$ cat config.mk
export PLATFORM = sky130hd
export DESIGN_NAME = step_pulse_gen
export DESIGN_NICKNAME = d
export VERILOG_FILES = /design/src/rtl/step_gen_pkg.sv /design/src/rtl/step_timer.sv /design/src/rtl/step_pulse_gen.sv
export SDC_FILE = /design/constraint.sdc
export NUM_CORES = 1
export LEC_CHECK = 0
export ABC_AREA = 1
export ABC_CLOCK_PERIOD_IN_PS = 1400
export BUFFER_PORTS_ARGS = -buffer_cell sky130_fd_sc_hd__buf_2
export CAP_MARGIN = 20
export CORE_MARGIN = 2
export CORE_UTILIZATION = 40
export CTS_CLUSTER_SIZE = 20
export DETAILED_ROUTE_END_ITERATION = 7
export SYNTH_ARGS = -nofsm -noshare
export SYNTH_HDL_FRONTEND = slang
export SYNTH_SLANG_ARGS = --single-unit
$ cat constraint.sdc
create_clock -name clk -period 1.4 [get_ports clk]
set_input_delay 0.07 -clock clk [delete_from_list [all_inputs] [get_ports clk]]
set_output_delay 0.07 -clock clk [all_outputs]
set_load 0.05 [all_outputs]
$ cat src/rtl/step_gen_pkg.sv
// rtl/step_gen_pkg.sv - shared FSM state type and default timing constant for the step pulse generator.
package step_gen_pkg;

    typedef enum logic [1:0] {
        IDLE = 2'd0,
        RUN  = 2'd1,
        DONE = 2'd2
    } state_t;

    localparam int DEFAULT_MIN_PERIOD = 2;

endpackage

$ cat src/rtl/step_timer.sv
// rtl/step_timer.sv - reloadable down-counter; tick marks the cycle the count sits at 1.
module step_timer #(
    parameter int CNT_W = 16
) (
    input  logic             clk,
    input  logic             reset,
    input  logic             load,
    input  logic             en,
    input  logic [CNT_W-1:0] value,
    output logic             tick
);

    logic [CNT_W-1:0] count;

    assign tick = en && (count == CNT_W'(1));

    // Reload on the tick cycle so pulses stay exactly one period apart.
    always_ff @(posedge clk) begin
        if (reset) begin
            count <= '0;
        end else if (load || tick) begin
            count <= value;
        end else if (en) begin
            count <= count - CNT_W'(1);
        end
    end

endmodule

$ cat src/rtl/step_pulse_gen.sv
// rtl/step_pulse_gen.sv - step/dir move generator with done pulse and abort.
// Define STEP_POS_TRACK_EN to keep an absolute signed position register on pos.
module step_pulse_gen
    import step_gen_pkg::*;
#(
    parameter int CNT_W      = 16,
    parameter int MIN_PERIOD = DEFAULT_MIN_PERIOD
) (
    input  logic                    clk,
    input  logic                    reset,
    input  logic                    start,
    input  logic                    dir_in,
    input  logic [CNT_W-1:0]        steps,
    input  logic [CNT_W-1:0]        period,
    input  logic                    abort,
    output logic                    step,
    output logic                    dir,
    output logic                    busy,
    output logic                    done,
    output logic signed [CNT_W-1:0] pos
);

    localparam logic [CNT_W-1:0] MIN_P = CNT_W'(MIN_PERIOD);

    state_t           state;
    logic [CNT_W-1:0] remaining;
    logic [CNT_W-1:0] period_q;
    logic [CNT_W-1:0] period_eff;
    logic [CNT_W-1:0] timer_value;
    logic             timer_load;
    logic             tick;

    assign period_eff  = (period < MIN_P) ? MIN_P : period;
    assign timer_load  = (state == IDLE) && start && (steps != '0);
    assign timer_value = (state == IDLE) ? period_eff : period_q;

    step_timer #(.CNT_W(CNT_W)) u_timer (
        .clk   (clk),
        .reset (reset),
        .load  (timer_load),
        .en    (state == RUN),
        .value (timer_value),
        .tick  (tick)
    );

    // Abort must suppress a step that lands in the same cycle.
    assign step = tick && !abort;

    always_ff @(posedge clk) begin
        if (reset) begin
            state     <= IDLE;
            dir       <= 1'b0;
            busy      <= 1'b0;
            done      <= 1'b0;
            remaining <= '0;
            period_q  <= '0;
        end else begin
            case (state)
                IDLE: begin
                    if (start) begin
                        dir       <= dir_in;
                        period_q  <= period_eff;
                        remaining <= steps;
                        busy      <= 1'b1;
                        if (steps != '0) begin
                            state <= RUN;
                        end else begin
                            state <= DONE;
                            done  <= 1'b1;
                        end
                    end
                end
                RUN: begin
                    if (abort) begin
                        state <= IDLE;
                        busy  <= 1'b0;
                    end else if (tick) begin
                        remaining <= remaining - CNT_W'(1);
                        if (remaining == CNT_W'(1)) begin
                            state <= DONE;
                            done  <= 1'b1;
                        end
                    end
                end
                DONE: begin
                    state <= IDLE;
                    busy  <= 1'b0;
                    done  <= 1'b0;
                end
                default: begin
                    state <= IDLE;
                    busy  <= 1'b0;
                    done  <= 1'b0;
                end
            endcase
        end
    end

`ifdef STEP_POS_TRACK_EN
    logic signed [CNT_W-1:0] pos_q;

    always_ff @(posedge clk) begin
        if (reset) begin
            pos_q <= '0;
        end else if (step) begin
            pos_q <= dir ? pos_q + CNT_W'(1) : pos_q - CNT_W'(1);
        end
    end

    assign pos = pos_q;
`else
    assign pos = '0;
`endif

endmodule

# Yosys cells after proc, flatten, opt, wreduce, memory -nomap -nowiden
# Index checks and enable logic that the tools add are counted.
dict set report classes {
  n_addsub 2
  magnitude_cmp 1
  n_eq_ne 11
  n_mux 23
  n_reduce_logical 15
}
# operator count
set ops {}
lappend ops {{two-way mux 16 bit} 7}
lappend ops {{equality test 16 x 1 -> 1 bit (second input constant)} 2}
lappend ops {{case mux 16 bit (2 select lines)} 1}
lappend ops {{subtractor 16 x 1 -> 16 bit (second input constant)} 2}
lappend ops {{< comparator 16 x 2 -> 1 bit (second input constant)} 1}
lappend ops {{nonzero test 16 bit} 1}
lappend ops {{inequality test 2 bit (second input constant)} 6}
lappend ops {{two-way mux 2 bit} 5}
lappend ops {{two-way mux 1 bit} 7}
lappend ops {{inequality test 3 bit (second input constant)} 2}
lappend ops {{AND reduction 5 bit} 1}
lappend ops {{logical AND 1 bit} 4}
lappend ops {{case mux 1 bit (2 select lines)} 2}
lappend ops {{case mux 2 bit (2 select lines)} 1}
lappend ops {{AND reduction 2 bit} 2}
lappend ops {{AND reduction 4 bit} 1}
lappend ops {{nonzero test 2 bit} 2}
lappend ops {{AND reduction 3 bit} 1}
lappend ops {{equality test 2 x 1 -> 1 bit (second input constant)} 1}
lappend ops {{zero test 2 bit} 1}
lappend ops {{zero test 1 bit} 1}
lappend ops {{logical OR 1 bit} 1}
dict set report word_totals {
  register_bits 53
  output_inout_bits 20
}

# Depth between registers and ports, before layout
# Gate-level depths: netlist (run 1).
dict set report logic_depth {
  word_depth 5
  depth_mapped 12
  ltp_nobuf 11
}

# Cells and area by module
# A second synthesis (run 1) with hierarchy kept.
dict set report hier_totals {
  hier_cells 579
  hier_area_um2 3557.2
}
# mod n_inst cells_per_inst area_per_inst_um2
set modules_own_cells {}
lappend modules_own_cells {step_pulse_gen 1 380 2321.0}
lappend modules_own_cells {step_timer 1 199 1236.2}

# Least setup slack after synthesis (run 1)
# Ideal clock, no wire load.
dict set report synth_path {
  kind {reg-to-output}
  startpoint {register state[0]}
  endpoint {output port step}
  arrival_ps 1624
  slack_ps -294
  path_stages_with_launch 8
  path_buffers 1
  path_cell_list {dfxtp_1 > inv_1 > nor2_2 > buf_6 > inv_4 > nor2_1 > inv_1 > nor2_1}
}
dict set report synth_between {
  elab_chain_len 3
}
# element line_no
set synth_lines {}
lappend synth_lines {{from (decl)} step_pulse_gen.sv:25} ;# state_t state;
lappend synth_lines {{from (signal assigned)} step_pulse_gen.sv:51} ;# state <= IDLE;
lappend synth_lines {{from (signal assigned)} step_pulse_gen.sv:66} ;# state <= RUN;
lappend synth_lines {{from (signal assigned)} step_pulse_gen.sv:68} ;# state <= DONE;
lappend synth_lines {{equality test 2 x 1 -> 1 bit} step_pulse_gen.sv:41} ;# .en (state == RUN),
lappend synth_lines {{logical AND 1 bit} step_timer.sv:15} ;# assign tick = en && (count == CNT_W'(1));
lappend synth_lines {{logical AND 1 bit} step_pulse_gen.sv:47} ;# assign step = tick && !abort;
lappend synth_lines {{to (decl)} step_pulse_gen.sv:16} ;# output logic step,
# Every way passes these cells.

# Worst setup path after layout (run 1)
dict set report layout_path {
  startpoint {register u_timer.count[1]}
  endpoint {output port step}
}
dict set report layout_between {
  elab_chain_len 3
}
# element line_no
set layout_lines {}
lappend layout_lines {{from (decl)} step_timer.sv:13} ;# logic [CNT_W-1:0] count;
lappend layout_lines {{from (signal assigned)} step_timer.sv:22} ;# count <= value;
lappend layout_lines {{from (signal assigned)} step_timer.sv:24} ;# count <= count - CNT_W'(1);
lappend layout_lines {{equality test 16 x 1 -> 1 bit} step_timer.sv:15}
lappend layout_lines {{logical AND 1 bit} step_timer.sv:15}
lappend layout_lines {{logical AND 1 bit} step_pulse_gen.sv:47}
# Every way passes these cells.

==> impl_metrics.tcl, run 1 <==
set metrics [dict create \
    status "finished, violations left" \
    violations "setup timing" \
    ir_drop_mv 0.495 \
    n_antenna_cell 0 \
    fill_cells 864 \
    wl_per_cell_um 13.5 \
    hp-class "in -> reg" \
    syn_area_um2 3700 \
    rr_worst_depth 12 \
    drcViolationCount 0 \
    holdPathEnd "period_q[4]" \
    cts_tree "done" \
    avgSynthCellArea_um2 6.01 \
    fin_skew_ps 9.08 \
    flow.area_growth_from_synthesis_pct 46.3 \
    final_area_um2 5410 \
    start_util_pct 40.6 \
    setup_ws_ps -195 \
    dr.max_layer_used "met4" \
    min_from "period[4]" \
    placed_cell_area_um2 4460 \
    grt_pass1_vias 3899 \
    period_needed_ps 1600 \
    startpoint_type "flip-flop" \
    arrival_ps 1530 \
    fin_nets 779 \
    power_density_nw_per_um2 1030 \
    holdWs_ps 8.11 \
    cts_max_level 2 \
    synth_seq_cells 53 \
    hpwl_um 7490 \
    grt_use_total_pct 21.8 \
    grt_pass1_wl_um 17800 \
    multi_input_area_um2 2730 \
    p_leak_nw 2.61 \
    die_height_um 100 \
    met3WireLength_um 333 \
    top_level_ports 57 \
    finalWeightedCongestion 0.862 \
    via_count 4234 \
    place_ws_ps -157 \
    drt-total-wl_um 11400 \
    post-route-period-util_pct 114 \
    drive_above_1_share_pct 38.7 \
    ff2ff_setup_slack_ps -170 \
    rsz0062_at_grt "true" \
    synth_edf_count 0 \
    ys_async_sr_fraction_pct 0 \
    critPathKind "reg -> out" \
    slew_violations 0 \
    io_buffer_count 40 \
    grt_start_max_net_pins 31 \
    reg2reg_from "u_timer.count[1]" \
    path_max_fanout 2 \
    dr_wl_met2_um 5890 \
    worstSkewPairLatency_ps 320 \
    clockBufferDepth 2 \
    drtPass1Iterations 5 \
    cap_violations 0 \
    grt_overflow 0 \
    ys_warn_count 0 \
    die_w_um 100 \
    synth_cells 615 \
    numCtsBuffers 5 \
    avgViaCountPerCell 4.98 \
    synth_ff_type "dfxtp_1" \
    clk_pin_slew_ps 100 \
    ant_nets 0 \
    core_um2 9110 \
    wl_met1_um 5030 \
    r2r_end "u_timer.count[3]" \
    die_area_um2 10000 \
    seqCellArea_um2 1080 \
    required_ps 1330 \
    fp-row-count 35 \
    yosysSeqAreaShare_pct 28.7 \
    ys_types 35 \
    end_kind "output pin" \
    drtIter0Drc 269 \
    setup_viol 35 \
    numClockSinks 53 \
    cts.root.buffer_cell "clkbuf_8" \
    hold_viol_final 0 \
    antenna_found_initial 0 \
    fmax_mhz 627 \
    whs_path_depth 3 \
]
==> state kept, by name (all words and copies together), names as in the netlist <==
name and flops:
state 2, dir 1, period_q 16, u_timer.count 16
remaining 16, busy 1, done 1
==> critical path, cell delays in order (launching register included) <==
cell	delay [ps]
dfxtp_2	340
inv_2	80
ha_4	150
nand3_2	80
nor2_2	100
nand2_2	100
buf_6	130
nor2_4	80
buf_8	150
==> worst max path at each step <==
| stage | start | endpoint | slack (ps) | depth (start not counted) |
|---|---|---|---|---|
| after floorplan | state[0] | step | -80 | 7 |
| after global placement | u_timer.count[4] | u_timer.count[9] | -110 | 12 |
| after detailed placement | remaining[1] | remaining[10] | -160 | 9 |
| after CTS | u_timer.count[1] | step | -170 | 8 |
| after global routing | u_timer.count[1] | u_timer.count[13] | -250 | 12 |
| final | u_timer.count[1] | step | -200 | 8 |
==> layout make-up <==
class                           instances  area share, %
Tap cell                              111           2.57
Multi-Input combinational cell        473           50.5
Clock buffer                            5           1.27
Sequential cell                        53           19.9
Timing Repair inverter                  1          0.301
Timing Repair Buffer                  137           20.0
Clock inverter                          3          0.393
Inverter                               67           5.06
==> per-stage QoR <==
stage / total power (W) / TNS (ps) / utilization, % / instances
finish: 0.00556 / -3350 / 59.4 / 850
global route: 0.00591 / -6870 / 59.4 / 850
CTS: 0.00520 / -2950 / 54.2 / 845
detailed placement: 0.00397 / -3160 / 49.0 / 824
global placement: 0.00395 / -2010 / 49.0 / 824
floorplan: 0.00320 / -354 / - / 630
==> cells in the final DEF, fill, tap and decap left out, types with 3 or more instances in the layout <==
master,instances
xor2_1,6
dlygate4sd3_1,3
nand4_1,3
nand2_4,11
nand2_2,12
nor2_4,19
nor2_2,27
buf_12,3
conb_1,16
dfxtp_1,42
clkbuf_8,5
nor3_1,3
buf_6,14
inv_1,58
o21ai_2,9
nand2_8,3
or2_2,3
o21ai_0,28
nand3_4,4
buf_2,39
a21oi_2,9
a21oi_1,20
nand3_1,36
buf_4,74
nand2_1,144
dfxtp_2,10
a211oi_2,7
nor2_1,77
o21ai_1,11
inv_2,5
nand3_2,11
ha_4,4
==> routing by layer <==
metal  global-route usage, %  up-vias
li1                        -     2147
met1                    27.8     1984
met2                    37.6       88
met3                    2.92       15
met4                    7.80        0
met5                       0        -
==> timing repair <==
item	CTS	global route
endpoints found under the setup margin	36	54
hold buffers	3	0
pin swaps	22	31
gates resized for setup	79	117
hold endpoints to repair	3	0
setup buffers	8	4
cloned	2	2
==> synthesized netlist by cell type (6+ instances only) <==
cell type	count	share of area (%)
a211oi_1	7	1.4
a21oi_1	27	3.7
buf_2	7	0.95
buf_4	17	3.5
clkbuf_1	7	0.71
dfxtp_1	53	29
inv_1	64	6.5
nand2_1	163	17
nand3_1	50	6.8
nor2_1	112	11
nor2_2	8	1.4
o21ai_0	41	5.5
o21ai_1	8	1.1
xor2_1	6	1.4
==> power breakdown <==
group	internal, W	switching, W	leakage (nW)
logic	0.00121	0.00158	2.12
clock network	0.000357	0.000584	0.0445
registers	0.00168	0.000141	0.443
==> cells by family (layout without fill, tap and decap cells) <==
logic type                 after synthesis  after routing  share of synthesized area [%]
DFF                                     53             53                           28.7
AOI/OAI and AO/OA                       86             86                           12.3
other                                    1             16                          0.101
adders and majority gates                4              4                           1.35
buffers and inverters                  105            213                           14.2
and+or+nand+nor                        357            358                           41.1
muxes                                    2              2                          0.541
xor gates and xnor gates                 7              7                           1.66
Note: power is estimated with default switching activity, not from simulation.
==> run 2: changes to the inputs <==
SYNTH_HIERARCHICAL = 1   (was unset)
==> impl_metrics.tcl, run 2 <==
set metrics [dict create \
    avgViaCountPerCell 4.97 \
    drtIter0Drc 192 \
    cts_max_level 2 \
    synth_edf_count 0 \
    grt_use_total_pct 21.5 \
    clkPwrFrac_pct 17.0 \
    drt-total-wl_um 10500 \
    finalWeightedCongestion 0.881 \
    ys_types 32 \
    cts.root.buffer_cell "clkbuf_8" \
    end_kind "flip-flop" \
    cp_common_cell "nor2_4" \
    status "finished, violations left" \
    fin_util_pct 57.5 \
    cap_violations 0 \
    hpwl_um 7450 \
    n_antenna_cell 0 \
    post-route-period-util_pct 126 \
    whs_path_depth 3 \
    synth_seq_cells 53 \
    flow.area_growth_from_synthesis_pct 40.3 \
    top_level_ports 57 \
    path_buf_inv 6 \
    cts_tree "done" \
    synth_top_area_share_pct 29.8 \
    worstSkewPairLatency_ps 320 \
    required_ps 1660 \
    dr.max_layer_used "met4" \
    met3WireLength_um 526 \
    placed_cell_area_um2 4430 \
    ys_warn_count 6 \
    multi_input_area_um2 2350 \
    p_total_w 0.00579 \
    ys_top_cells_by_area "dfxtp_1 (30%), nand2_1 (15%), nor2_1 (9.1%)" \
    wl_per_cell_um 12.9 \
    cp_top_family "simple AND/OR/NAND/NOR gates" \
    yosysSeqAreaShare_pct 29.8 \
    syn_area_um2 3560 \
    setup_viol 36 \
    wl_met1_um 5060 \
    p_sw_w 0.00249 \
    path_max_fanout 7 \
    fin_nets 745 \
    startpoint_type "flip-flop" \
    io_buffer_count 40 \
    violations "setup timing" \
    synth_common_cells "nand2_1 (139), nor2_1 (86), inv_1 (70), dfxtp_1 (53), o21ai_0 (50)" \
    grt_pass1_wl_um 17200 \
    ys_async_sr_fraction_pct 0 \
    clk_pin_slew_ps 120 \
    avgSynthCellArea_um2 6.14 \
    ant_nets 0 \
    holdWs_ps 7.78 \
    die_w_um 98.3 \
    final_area_um2 4990 \
    synth_most_common_cell "nand2_1" \
    critPathKind "reg -> reg" \
    drcViolationCount 0 \
    antenna_found_initial 0 \
    fin_skew_ps 8.92 \
    cp_slowest_stage_delay_ps 380 \
    ir_drop_mv 0.542 \
    arrival_ps 2030 \
    start_util_pct 41.0 \
    core_um2 8680 \
    yosys.area_share.simple_pct 37.3 \
    hp-class "in -> reg" \
    reg_top3 "period_q: 16 flops, remaining: 16 flops, u_timer/count: 16 flops" \
    switching_share_pct 43.0 \
    via_count 4039 \
    synth_area_leader_cell "dfxtp_1" \
    grt_start_max_net_pins 29 \
    slew_violations 0 \
    rr_worst_depth 18 \
    synth-compound-area-share_pct 14.7 \
    power_density_nw_per_um2 1160 \
    rsz0062_at_grt "true" \
    synth_top_family_by_area "simple AND/OR/NAND/NOR gates" \
    crit_path_top_delay_cell "dfxtp_4" \
    synth_ff_type "dfxtp_1" \
    drive_above_1_share_pct 31.8 \
    period_needed_ps 1760 \
    p_leak_nw 2.46 \
    hold_viol_final 0 \
    numCtsBuffers 5 \
    die_area_um2 9660 \
    p_comb_share_pct 50.7 \
    drtPass1Iterations 5 \
    place_ws_ps -509 \
    die_height_um 98.3 \
    grt_pass1_vias 3631 \
    cp.depth 18 \
    setup_ws_ps -365 \
    numClockSinks 53 \
    grt_overflow 0 \
    mostFrequentLayoutCells "nand2_1 (131), nor2_1 (81), buf_4 (73), inv_1 (62), dfxtp_1 (49)" \
    synth-adder-area-share_pct 1.41 \
    internal-power_w 0.00330 \
    seqCellArea_um2 1070 \
    layout_commonest_cell "nand2_1" \
    worstPathCellList "inv_6 > nand2_8 > clkinv_8 > nand3_4 > nor2_4 > nand3_4 > inv_2 > inv_2 > nor2_4 > nor2_4 > nor2_4 > buf_12 > nand2_8 > inv_8 > nand2_2 > nand2_1 > nand2_1 > nor2_1" \
    synth_cells 579 \
    fill_cells 839 \
    dr_wl_met2_um 4800 \
    fmax_mhz 567 \
    yosys.area_share.xor_xnor_pct 2.46 \
    fp-row-count 34 \
    clockBufferDepth 2 \
    p_seq_share_pct 32.3 \
    muxShareOfSynthArea_pct 0 \
]
[run 2: cells by family (layout without fill, tap and decap cells)]
logic type / Yosys count / after routing
adders and majority gates: 4 / 4
other: 1 / 16
xor gates and xnor gates: 10 / 10
and+or+nand+nor: 302 / 306
DFF: 53 / 53
buffers and inverters: 108 / 215
AOI/OAI and AO/OA: 101 / 101
[run 2: power by group through the flow]
stage               clock network, W  registers (W)  logic [W]
global placement                   0        0.00189    0.00252
floorplan                          0        0.00193    0.00172
global route                 0.00108        0.00190    0.00325
finish                      0.000983        0.00187    0.00294
CTS                          0.00102        0.00187    0.00280
detailed placement                 0        0.00189    0.00255
[run 2: final cells by class]
class,count,area share [%]
multi-input cells,437,47.0
clock buffers,5,1.38
inverters,77,7.04
well taps,108,2.71
repair buffers,130,19.8
clock inverters,3,0.576
flip-flops and latches,53,21.5
[run 2: final timing paths]
| kind | to | slack (ps) | startpoint |
|---|---|---|---|
| worst min register to register | period_q[3] | 470 | period_q[3] |
| worst max register to register | remaining[14] | -360 | state[1] |
| worst max-delay path | remaining[14] | -360 | state[1] |
| worst min-delay path | period_q[9] | 8 | period[9] |
[run 2: tightest hold or removal path, stage by stage]
cell     delay, ps
buf_2           70
inv_1           50
a21oi_1        110
[run 2: timing repair]
item,CTS,global route
hold buffers,4,0
pin swaps,17,12
hold endpoints to repair,4,0
endpoints found under the setup margin,36,39
cloned,4,1
gates resized for setup,52,31
setup buffers,6,3
[run 2: metal layers]
metal,vias up,track usage (%)
li1,2053,-
met1,1846,31.1
met2,129,34.6
met3,11,2.93
met4,0,4.00
met5,-,0
[run 2: through the flow]
stage          TNS [ps]  cells
5_1_grt          -13450    813
6_report          -9460    813
2_1_floorplan    -14350    594
3_3_place_gp      -8770    787
4_1_cts           -8910    809
3_5_place_dp     -10250    787
